**src/rtl/block_slice_stats.sv**
```systemverilog
// Per-slice statistics: accumulates sum/min/max/count over one block slice and
// emits one beat per slice, with band/image flags and a protocol-error bit.
module block_slice_stats #(
  parameter int DATA_WIDTH           = 16,
  parameter int MAX_BLOCK_SAMPLE_LOG = 4,
  parameter int MAX_BLOCK_LINE_LOG   = 4,
  localparam int CNT_WIDTH = MAX_BLOCK_SAMPLE_LOG + MAX_BLOCK_LINE_LOG + 1,
  localparam int SUM_WIDTH = DATA_WIDTH + MAX_BLOCK_SAMPLE_LOG + MAX_BLOCK_LINE_LOG
) (
  input  logic                  clk,
  input  logic                  rst,
  input  logic [DATA_WIDTH-1:0] input_data,
  input  logic                  input_last_s,
  input  logic                  input_last_r,
  input  logic                  input_last_b,
  input  logic                  input_last_i,
  input  logic                  input_valid,
  output logic                  input_ready,
  output logic [SUM_WIDTH-1:0]  output_sum,
  output logic [DATA_WIDTH-1:0] output_min,
  output logic [DATA_WIDTH-1:0] output_max,
  output logic [CNT_WIDTH-1:0]  output_count,
  output logic                  output_last_b,
  output logic                  output_last_i,
  output logic                  output_error,
  output logic                  output_valid,
  input  logic                  output_ready
);

  // Handshake: a beat moves on a rising edge when valid and ready are both high.
  // Once output_valid rises, the output beat is held stable until output_ready.
  typedef enum logic [1:0] {
    S_IDLE       = 2'b00,
    S_ACCUM      = 2'b01,
    S_HOLD       = 2'b10,
    S_ACCUM_HOLD = 2'b11
  } state_e;

  localparam logic [CNT_WIDTH-1:0] CNT_MAX = {1'b1, {(CNT_WIDTH-1){1'b0}}};

  state_e state_q, state_d;

  logic [SUM_WIDTH-1:0]  acc_sum_q;
  logic [DATA_WIDTH-1:0] acc_min_q, acc_max_q;
  logic [CNT_WIDTH-1:0]  acc_cnt_q;
  logic                  acc_err_q;

  logic [SUM_WIDTH-1:0]  out_sum_q;
  logic [DATA_WIDTH-1:0] out_min_q, out_max_q;
  logic [CNT_WIDTH-1:0]  out_cnt_q;
  logic                  out_last_b_q, out_last_i_q, out_err_q;

  logic [SUM_WIDTH-1:0]  nxt_sum;
  logic [DATA_WIDTH-1:0] nxt_min, nxt_max;
  logic [CNT_WIDTH-1:0]  nxt_cnt;
  logic                  nxt_err;
  logic [SUM_WIDTH:0]    sum_ext;
  logic [SUM_WIDTH-1:0]  data_ext;

  logic first, out_valid, in_fire, out_fire, slice_end;
  logic acc_busy, out_full;

  assign out_valid   = (state_q == S_HOLD) || (state_q == S_ACCUM_HOLD);
  assign first       = (state_q == S_IDLE) || (state_q == S_HOLD);
  assign input_ready = !(out_valid && !output_ready);
  assign in_fire     = input_valid && input_ready;
  assign out_fire    = out_valid && output_ready;
  assign slice_end   = input_last_s && input_last_r;

  // Accumulator occupancy and output occupancy are tracked independently.
  always_comb begin
    acc_busy = !first;
    out_full = out_valid;
    if (in_fire) acc_busy = !slice_end;
    if (in_fire && slice_end) out_full = 1'b1;
    else if (out_fire)        out_full = 1'b0;
    case ({out_full, acc_busy})
      2'b00:   state_d = S_IDLE;
      2'b01:   state_d = S_ACCUM;
      2'b10:   state_d = S_HOLD;
      default: state_d = S_ACCUM_HOLD;
    endcase
  end

  always_ff @(posedge clk or posedge rst) begin
    if (rst) state_q <= S_IDLE;
    else     state_q <= state_d;
  end

  // Contribution of the current sample; count and sum saturate instead of wrapping.
  always_comb begin
    data_ext = SUM_WIDTH'(input_data);
    sum_ext  = '0;
    nxt_sum  = data_ext;
    nxt_min  = input_data;
    nxt_max  = input_data;
    nxt_cnt  = CNT_WIDTH'(1);
    nxt_err  = 1'b0;
    if (!first) begin
      sum_ext = {1'b0, acc_sum_q} + {1'b0, data_ext};
      nxt_sum = sum_ext[SUM_WIDTH] ? '1 : sum_ext[SUM_WIDTH-1:0];
      nxt_min = (input_data < acc_min_q) ? input_data : acc_min_q;
      nxt_max = (input_data > acc_max_q) ? input_data : acc_max_q;
      nxt_err = acc_err_q;
      if (acc_cnt_q == CNT_MAX) begin
        nxt_cnt = acc_cnt_q;
        nxt_err = 1'b1;
      end else begin
        nxt_cnt = acc_cnt_q + CNT_WIDTH'(1);
      end
    end
    if (input_last_r && !input_last_s)                 nxt_err = 1'b1;
    if ((input_last_b || input_last_i) && !slice_end)  nxt_err = 1'b1;
    if ((nxt_cnt == CNT_MAX) && !slice_end)            nxt_err = 1'b1;
  end

  always_ff @(posedge clk or posedge rst) begin
    if (rst) begin
      acc_sum_q    <= '0;
      acc_min_q    <= '0;
      acc_max_q    <= '0;
      acc_cnt_q    <= '0;
      acc_err_q    <= 1'b0;
      out_sum_q    <= '0;
      out_min_q    <= '0;
      out_max_q    <= '0;
      out_cnt_q    <= '0;
      out_last_b_q <= 1'b0;
      out_last_i_q <= 1'b0;
      out_err_q    <= 1'b0;
    end else if (in_fire) begin
      if (slice_end) begin
        out_sum_q    <= nxt_sum;
        out_min_q    <= nxt_min;
        out_max_q    <= nxt_max;
        out_cnt_q    <= nxt_cnt;
        out_err_q    <= nxt_err;
        out_last_b_q <= input_last_b;
        out_last_i_q <= input_last_i;
      end else begin
        acc_sum_q <= nxt_sum;
        acc_min_q <= nxt_min;
        acc_max_q <= nxt_max;
        acc_cnt_q <= nxt_cnt;
        acc_err_q <= nxt_err;
      end
    end
  end

  assign output_sum    = out_sum_q;
  assign output_min    = out_min_q;
  assign output_max    = out_max_q;
  assign output_count  = out_cnt_q;
  assign output_last_b = out_last_b_q;
  assign output_last_i = out_last_i_q;
  assign output_error  = out_err_q;
  assign output_valid  = out_valid;

endmodule

```
**config.mk**
```make
export PLATFORM = sky130hd
export DESIGN_NAME = block_slice_stats
export DESIGN_NICKNAME = d
export VERILOG_FILES = /design/src/rtl/block_slice_stats.sv
export SDC_FILE = /design/constraint.sdc
export NUM_CORES = 1
export LEC_CHECK = 0
export CAP_MARGIN = 0
export CELL_PAD_IN_SITES_DETAIL_PLACEMENT = 1
export CELL_PAD_IN_SITES_GLOBAL_PLACEMENT = 2
export CORE_MARGIN = 5
export CORE_UTILIZATION = 38
export DETAILED_ROUTE_END_ITERATION = 10
export PLACE_DENSITY = 0.89
export SLEW_MARGIN = 20
export SYNTH_ARGS = -nofsm -noshare
export SYNTH_HDL_FRONTEND = slang
export SYNTH_SLANG_ARGS = --single-unit
```
**constraint.sdc**
```tcl
create_clock -name clk -period 7.4 [get_ports clk]
set_input_delay 1.48 -clock clk [delete_from_list [all_inputs] [get_ports clk]]
set_output_delay 1.48 -clock clk [all_outputs]
set_load 0.03 [all_outputs]
```
==> impl_metrics.tcl, run 1 <==
set metrics [dict create \
    status "completed" \
    hold_violations 0 \
    hold_depth 2 \
    cts_max_level 4 \
    p_leak_nw 4.28 \
    grt-ovfl-total 0 \
    syn2layout_area_growth_pct 20.7 \
    dp_hpwl_um 18500 \
    min_from "output_min[1]$_DFFE_PP0P_" \
    vdd_ir_drop_max_v 0.000207 \
    multiInputGateArea_mm2 0.00446 \
    setup_tns_ns 0 \
    path_class "in -> reg" \
    synthAdderAreaFrac_pct 7.62 \
    setup.worst_path.end_class "register" \
    synthTopCellsByCount "dfrtp_1, nand2_1, o21ai_0" \
    ant_nets 0 \
    dr.pass1.iters 6 \
    layout-drive-gt1-share_pct 8.34 \
    grt_pass1_wl_um 43000 \
    track_usage_pct 21.9 \
    gp_congestion 0.854 \
    synth_top_family_by_area "compound AO/OA/AOI/OAI gates" \
    hp-class "reg -> reg" \
    ys_types 67 \
    clockBufferDepth 2 \
    hold_buffers 0 \
    synth_fp_nets 1002 \
    power_mw 4.10 \
    io_pins 94 \
    clk_pin_slew_ns 0.06 \
    r2r-start "acc_min_q[12]$_DFFE_PP0P_" \
    synth_top_area_share_pct 41.0 \
    dieArea_mm2 0.0249 \
    synth-edff-count 0 \
    yosys_most_used_dff "dfrtp_1" \
    synth-xor-area-share_pct 1.37 \
    post_cts_resized 0 \
    drt_iter0_drc 592 \
    synth.largest_area_cell "dfrtp_1" \
    synth_simple_gate_area_share_pct 17.1 \
    slew_headroom_pct 36.9 \
    fin_crit_ns 4.63 \
    r2r-end "acc_min_q[13]$_DFFE_PP0P_" \
    clkLatencyLatePin_ns 0.43 \
    vias 7516 \
    clkSinkCount 136 \
    fin_skew_ns 0.00857 \
    rsz0062_at_grt "no" \
    core_region_area_mm2 0.0217 \
    grt_pass1_vias 7618 \
    die_x_um 158 \
    crit_fanout 19 \
    synthMuxAreaShare_pct 6.73 \
    die_h_um 158 \
    setup_violations 0 \
    wl_um 26600 \
    clock.fmax_ghz 0.216 \
    cts_inserted_buffers 17 \
    rr_worst_depth 8 \
    async_flop_share_pct 100 \
    synthCells 928 \
    start_util_pct 38.3 \
    synth.ff_latch_count 136 \
    antenna_found_initial 0 \
    holdPathEnd "output_min[1]$_DFFE_PP0P_" \
    regArea_mm2 0.00340 \
    fill_cells 2478 \
    drc 0 \
    wire_per_inst_um 20.6 \
    slew_viol_final 0 \
    cts_tree "built" \
    synth_compound_area_share_pct 20.7 \
    diodes 0 \
    rows 54 \
    cp-start-kind "input pin" \
    syn_avg_cell_area_um2 8.95 \
    cts_root_buffer "clkbuf_16" \
    ys_top_cells_by_area "dfrtp_1, ha_1, nand2_1" \
    tightest_slew_ns 0.922 \
    maxCapViolations 0 \
    period_share_pct 62.6 \
    powerDensity_mw_per_mm2 409 \
    cts_setup_buffers 0 \
    viasPerCell 5.84 \
    cp_data_arrival_time_ns 4.94 \
    synth_area_mm2 0.00831 \
    grt_max_degree 91 \
    seq_area_frac_synth_pct 41.0 \
    r2r_slack_ns 4.31 \
    yosys_warnings 0 \
    nets 1069 \
    worstPathRequired_ns 7.71 \
    port_buffers 93 \
]
[metrics by stage]
step	instance area [µm²]	setup WS [ns]	utilization, %	instances	hold WS [ns]
CTS	10000	2.77	46.2	1287	0.485
finish	10000	2.77	46.2	1287	0.477
global placement	9410	2.36	43.4	1256	0.460
detailed placement	9410	2.32	43.4	1256	0.472
global route	10000	2.65	46.2	1287	0.506
floorplan	8310	2.28	-	928	0.453
[worst max-delay path, cell delays in order]
cell	delay (ns)
clkdlybuf4s50_1	0.73
ha_1	0.49
nand3_2	0.08
or4_1	0.52
o21ai_2	0.12
buf_4	0.32
or2_1	0.77
mux2_2	0.42
[worst max-delay path by stage]
stage / slack [ns] / end / from / depth (start not counted)
floorplan: 2.28 / acc_cnt_q[0]$_DFFE_PP0P_ / rst / 1
global placement: 2.36 / acc_min_q[4]$_DFFE_PP0P_ / input_data[13] / 8
detailed placement: 2.32 / acc_min_q[15]$_DFFE_PP0P_ / input_data[13] / 8
CTS: 2.77 / acc_min_q[13]$_DFFE_PP0P_ / input_data[13] / 8
global route: 2.65 / acc_min_q[13]$_DFFE_PP0P_ / input_data[13] / 8
finish: 2.77 / acc_min_q[13]$_DFFE_PP0P_ / input_data[13] / 8
[state kept, by name, summed over array words and instances, names as in the netlist, 2 cells and up]
name,cells
output_max,16
output_min,16
acc_min_q,16
acc_sum_q,24
acc_cnt_q,9
output_count,9
acc_max_q,16
output_sum,24
state_q,2
[power by group]
part / leakage [nW] / switching (mW) / internal, mW
Combinational: 2.32 / 1.14 / 0.780
Clock: 0.295 / 0.345 / 0.570
Sequential: 1.67 / 0.241 / 1.02
[logic make-up (layout without fill, tap and decap cells)]
| family | after synthesis | in the layout |
|---|---|---|
| AO/OA/AOI/OAI | 263 | 263 |
| adder cells (fa/ha/maj) | 50 | 50 |
| XOR/XNOR | 13 | 13 |
| multiplexers | 49 | 49 |
| AND/OR/NAND/NOR | 313 | 313 |
| buffers and inverters | 104 | 183 |
| flip-flops | 136 | 136 |
[routing by layer]
metal  track usage, %  vias up  wire length, µm
li1                 -     3506                -
met1             32.4     3802            13200
met2             33.8      186            12000
met3             3.44       22             1080
met4             5.20        0              342
met5                0        -                0
[cells in the final DEF (no fill, tap or decap), drive strengths merged, types with 9 or more instances in the layout]
master	netlist	layout
nor4	19	19
mux2	31	31
nand2b	9	9
a221oi	17	17
o221ai	16	16
nor2	68	68
nand2	136	136
buf	16	12
nand3	20	20
ha	49	49
clkbuf	41	19
inv	47	48
dfrtp	136	136
mux2i	18	18
nor3	19	19
clkdlybuf4s50	0	93
nand4	13	13
o21ai	85	85
a21oi	51	51
o31ai	20	20
[cell type report]
class	count	share of cell area [%]
Timing Repair Buffer	105	10.2
Tap cell	280	3.49
Inverter	47	1.81
Sequential cell	136	33.9
Clock buffer	19	4.42
Multi-Input combinational cell	688	44.4
Clock inverter	12	1.75
No activity file was read; power rests on OpenSTA's default activity.
==> run 2: changes to the inputs <==
--- a/config.mk
+++ b/config.mk
@@ -9,9 +9,9 @@
 export CELL_PAD_IN_SITES_DETAIL_PLACEMENT = 1
 export CELL_PAD_IN_SITES_GLOBAL_PLACEMENT = 2
 export CORE_MARGIN = 5
-export CORE_UTILIZATION = 38
+export CORE_UTILIZATION = 35
 export DETAILED_ROUTE_END_ITERATION = 10
-export PLACE_DENSITY = 0.89
+export PLACE_DENSITY = 0.83
 export SLEW_MARGIN = 20
 export SYNTH_ARGS = -nofsm -noshare
 export SYNTH_HDL_FRONTEND = slang
==> constraint.sdc (replaced) <==
create_clock -name clk -period 4.7 [get_ports clk]
set_input_delay 0.94 -clock clk [delete_from_list [all_inputs] [get_ports clk]]
set_output_delay 0.94 -clock clk [all_outputs]
set_load 0.03 [all_outputs]
==> impl_metrics.tcl, run 2 (synthesis results as in run 1) <==
set metrics [dict create \
    status "completed" \
    clkSinkCount 136 \
    maxCapViolations 0 \
    path_class "in -> reg" \
    die_x_um 164 \
    gp_congestion 0.868 \
    syn2layout_area_growth_pct 23.1 \
    wire_per_inst_um 20.3 \
    antenna_found_initial 0 \
    viasPerCell 5.63 \
    grt_pass1_wl_um 44600 \
    powerDensity_mw_per_mm2 627 \
    vias 7605 \
    grt_max_degree 78 \
    rows 56 \
    vdd_ir_drop_max_v 0.000269 \
    dr.pass1.iters 4 \
    mostFrequentLayoutCell "nand2_1" \
    period_share_pct 75.7 \
    pre_cts_ws_ns 0.700 \
    cts_inserted_buffers 17 \
    p_leak_nw 4.39 \
    dp_hpwl_um 19500 \
    crit_fanout 8 \
    wl_um 27400 \
    power_mw 6.41 \
    hp-class "reg -> reg" \
    start_util_pct 35.5 \
    grt_pass1_vias 7993 \
    clkLatencyLatePin_ns 0.43 \
    post_cts_resized 0 \
    slew_viol_final 0 \
    cts_root_buffer "clkbuf_16" \
    port_buffers 93 \
    rsz0062_at_grt "no" \
    worstPathRequired_ns 5.01 \
    drt_iter0_drc 470 \
    slew_headroom_pct 45.2 \
    timing.final.ws_setup_ns 1.14 \
    layout-drive-gt1-share_pct 10.7 \
    setup_violations 0 \
    setup.worst_path.end_class "register" \
    setup_tns_ns 0 \
    cts_max_level 4 \
    ant_nets 0 \
    diodes 0 \
    fin_skew_ns 0.00872 \
    fin_crit_ns 3.56 \
    drc 0 \
    track_usage_pct 21.0 \
    cts_setup_buffers 0 \
    fin_area_mm2 0.0102 \
    nets 1093 \
    cp-start-kind "input pin" \
    cts_tree "built" \
    cp_data_arrival_time_ns 3.87 \
    io_pins 94 \
    fill_cells 2764 \
    grt-ovfl-total 0 \
    layout_common_cells "nand2_1, dfrtp_1, clkdlybuf4s50_1" \
    clockBufferDepth 2 \
    dieArea_mm2 0.0269 \
    hold_buffers 0 \
    clk_pin_slew_ns 0.07 \
    core_region_area_mm2 0.0234 \
    post_dp_cell_area_mm2 0.00964 \
    hold_violations 0 \
    clock.fmax_ghz 0.281 \
    die_h_um 164 \
    tightest_slew_ns 0.820 \
]
## run 2: path summary, 6_finish.rpt
check / start / endpoint / slack [ns] / depth (start not counted)
setup reg to reg: state_q[0]$_DFF_PP0_ / acc_min_q[15]$_DFFE_PP0P_ / 1.90 / 6
hold reg to reg: output_min[3]$_DFFE_PP0P_ / output_min[3]$_DFFE_PP0P_ / 0.48 / 2
hold / removal: output_min[3]$_DFFE_PP0P_ / output_min[3]$_DFFE_PP0P_ / 0.48 / 2
max in group asynchronous: rst / output_max[10]$_DFFE_PP0P_ / 2.79 / 3
setup / recovery: input_data[1] / output_sum[18]$_DFFE_PP0P_ / 1.14 / 9
min in group asynchronous: rst / output_max[12]$_DFFE_PP0P_ / 1.04 / 2
## run 2: layout make-up
| cell class | instances | area (µm²) | area share [%] |
|---|---|---|---|
| clock buffers | 19 | 443 | 4.33 |
| clock inverters | 13 | 145 | 1.42 |
| inverters | 47 | 181 | 1.77 |
| multi-input cells | 688 | 4460 | 43.6 |
| flip-flops and latches | 136 | 3400 | 33.3 |
| well taps | 319 | 399 | 3.90 |
| repair buffers | 129 | 1200 | 11.7 |
## run 2: critical path, cell delays in order
cell and delay, ns:
clkdlybuf4s50_1 0.71, inv_1 0.16, fa_1 0.46, nand2b_1 0.22
a21oi_1 0.31, o21ai_0 0.25, a211oi_1 0.54, nor4_1 0.10
nand3b_1 0.17
## run 2: power breakdown
| group | internal, mW | switching (mW) |
|---|---|---|
| Combinational | 1.25 | 1.79 |
| Sequential | 1.61 | 0.381 |
| Clock | 0.801 | 0.575 |
## run 2: metal layers
metal	vias to the layer above	wire, µm	global-route usage, %
met2	180	12600	33.2
met3	21	1410	4.67
li1	3555	-	-
met5	-	0	0
met4	0	346	5.22
met1	3849	13000	29.4
## run 2: through the flow
stage | hold WS, ns | utilization (%) | cells
3_3_place_gp | 0.460 | 41.2 | 1319
2_1_floorplan | 0.453 | - | 928
4_1_cts | 0.484 | 43.7 | 1351
6_report | 0.476 | 43.7 | 1351
5_1_grt | 0.517 | 43.7 | 1351
3_5_place_dp | 0.469 | 41.2 | 1319
==> run 3: changes to the inputs <==
--- a/config.mk
+++ b/config.mk
@@ -9,9 +9,9 @@
 export CELL_PAD_IN_SITES_DETAIL_PLACEMENT = 1
 export CELL_PAD_IN_SITES_GLOBAL_PLACEMENT = 2
 export CORE_MARGIN = 5
-export CORE_UTILIZATION = 35
+export CORE_UTILIZATION = 32
 export DETAILED_ROUTE_END_ITERATION = 10
-export PLACE_DENSITY = 0.83
+export PLACE_DENSITY = 0.8
 export SLEW_MARGIN = 20
 export SYNTH_ARGS = -nofsm -noshare
 export SYNTH_HDL_FRONTEND = slang
==> constraint.sdc (replaced) <==
create_clock -name clk -period 2.99 [get_ports clk]
set_input_delay 0.598 -clock clk [delete_from_list [all_inputs] [get_ports clk]]
set_output_delay 0.598 -clock clk [all_outputs]
set_load 0.03 [all_outputs]
==> impl_metrics.tcl, run 3 (synthesis results as in run 1) <==
set metrics [dict create \
    grt-ovfl-total 0 \
    nets 1195 \
    gp_congestion 0.906 \
    cts_root_buffer "clkbuf_16" \
    cp_data_arrival_time_ns 3.14 \
    clkSinkCount 136 \
    pre_cts_ws_ns -0.446 \
    drc 0 \
    path_class "in -> reg" \
    io_pins 94 \
    rsz0062_at_grt "no" \
    powerDensity_mw_per_mm2 959 \
    ant_nets 0 \
    p_leak_nw 4.94 \
    cts_inserted_buffers 17 \
    setup.worst_path.end_class "register" \
    clock.fmax_ghz 0.353 \
    die_h_um 171 \
    tightest_slew_ns 0.630 \
    rows 59 \
    hold_buffers 0 \
    setup_tns_ns 0 \
    syn2layout_area_growth_pct 34.5 \
    track_usage_pct 19.8 \
    core_region_area_mm2 0.0258 \
    slew_viol_final 0 \
    cts_setup_buffers 0 \
    maxCapViolations 0 \
    dp_hpwl_um 21600 \
    layout_common_cells "nand2_1, dfrtp_1, buf_4" \
    fin_skew_ns 0.0131 \
    wire_per_inst_um 19.5 \
    fin_cells 1469 \
    clk_pin_slew_ns 0.06 \
    fin_crit_ns 2.83 \
    vias 7919 \
    vdd_ir_drop_max_v 0.000416 \
    hold_violations 0 \
    start_util_pct 32.2 \
    period_share_pct 94.7 \
    dr.pass1.iters 4 \
    crit_fanout 11 \
    viasPerCell 5.39 \
    diodes 0 \
    timing.final.ws_setup_ns 0.157 \
    layout-drive-gt1-share_pct 18.8 \
    cts_max_level 4 \
    cts_tree "built" \
    setup_violations 0 \
    wl_um 28700 \
    port_buffers 93 \
    grt_pass1_vias 8261 \
    dieArea_mm2 0.0293 \
    cp-start-kind "input pin" \
    status "completed" \
    drt_iter0_drc 549 \
    placedCellCount 1437 \
    hp-class "reg -> reg" \
    grt_pass1_wl_um 45700 \
    die_x_um 171 \
    slew_headroom_pct 57.9 \
    worstPathRequired_ns 3.30 \
    antenna_found_initial 0 \
    grt_max_degree 54 \
    clkLatencyLatePin_ns 0.43 \
    clockBufferDepth 2 \
]
-- run 3: cell count changes in the layout (fill, tap and decap cells not counted), moves of 2 or more --
| cell | previous run | this run |
|---|---|---|
| a2111oi_0 | 4 | 2 |
| a2111oi_2 | 0 | 2 |
| buf_12 | 0 | 11 |
| buf_4 | 36 | 127 |
| clkinv_2 | 2 | 0 |
| clkinv_4 | 3 | 0 |
| inv_6 | 4 | 6 |
-- run 3: where the power goes --
group | total, mW | leakage (nW) | switching [mW] | internal, mW
clock | 2.18 | 0.282 | 0.895 | 1.29
combinational | 5.41 | 2.99 | 2.94 | 2.46
sequential | 3.13 | 1.67 | 0.596 | 2.53
total | 10.7 | 4.94 | 4.43 | 6.29
-- run 3: worst paths after layout --
path / endpoint / depth (start not counted) / slack (ns) / from
setup / recovery: acc_min_q[4]$_DFFE_PP0P_ / 8 / 0.16 / input_data[12]
hold / removal: output_min[0]$_DFFE_PP0P_ / 2 / 0.48 / output_min[0]$_DFFE_PP0P_
setup reg to reg: output_sum[19]$_DFFE_PP0P_ / 10 / 0.49 / acc_sum_q[9]$_DFFE_PP0P_
hold reg to reg: output_min[0]$_DFFE_PP0P_ / 2 / 0.48 / output_min[0]$_DFFE_PP0P_
max in group asynchronous: acc_max_q[5]$_DFFE_PP0P_ / 3 / 1.70 / rst
min in group asynchronous: output_min[15]$_DFFE_PP0P_ / 2 / 0.61 / rst
-- run 3: area by class of cell --
class / count / area (µm²)
Inverter: 47 / 180
Clock inverter: 11 / 135
Timing Repair Buffer: 231 / 2110
Clock buffer: 21 / 460
Sequential cell: 136 / 3400
Fill cell: 3033 / 14700
Multi-Input combinational cell: 688 / 4470
Tap cell: 335 / 419
-- run 3: timing repair --
item	4_1_cts	5_1_grt
setup endpoints to repair	1	14
resized for setup	1	6
cloned	0	0
-- run 3: critical path, cell delays in order --
cell and delay, ns:
clkdlybuf4s50_1 0.60, ha_1 0.40, nand3_2 0.09, or4_1 0.54
o21ai_2 0.17, or2_1 0.21, buf_12 0.17, mux2_2 0.36
-- run 3: metrics by stage --
| step | utilization (%) | area (µm²) | power (mW) | hold slack [ns] |
|---|---|---|---|---|
| 6_report | 43.3 | 11200 | 10.7 | 0.476 |
| 5_1_grt | 43.3 | 11200 | 11.4 | 0.507 |
| 4_1_cts | 43.2 | 11200 | 10.8 | 0.485 |
| 3_5_place_dp | 40.9 | 10600 | 8.55 | 0.471 |
| 3_3_place_gp | 40.9 | 10600 | 8.38 | 0.463 |
| 2_1_floorplan | - | 8310 | 6.25 | 0.453 |
-- run 3: metal layers --
| layer | wire length, µm | track usage [%] | vias to the layer above |
|---|---|---|---|
| met5 | 0 | 0 | - |
| met4 | 469 | 5.13 | 0 |
| met3 | 929 | 3.40 | 29 |
| met2 | 13900 | 33.2 | 121 |
| met1 | 13400 | 26.8 | 4006 |
| li1 | - | - | 3763 |
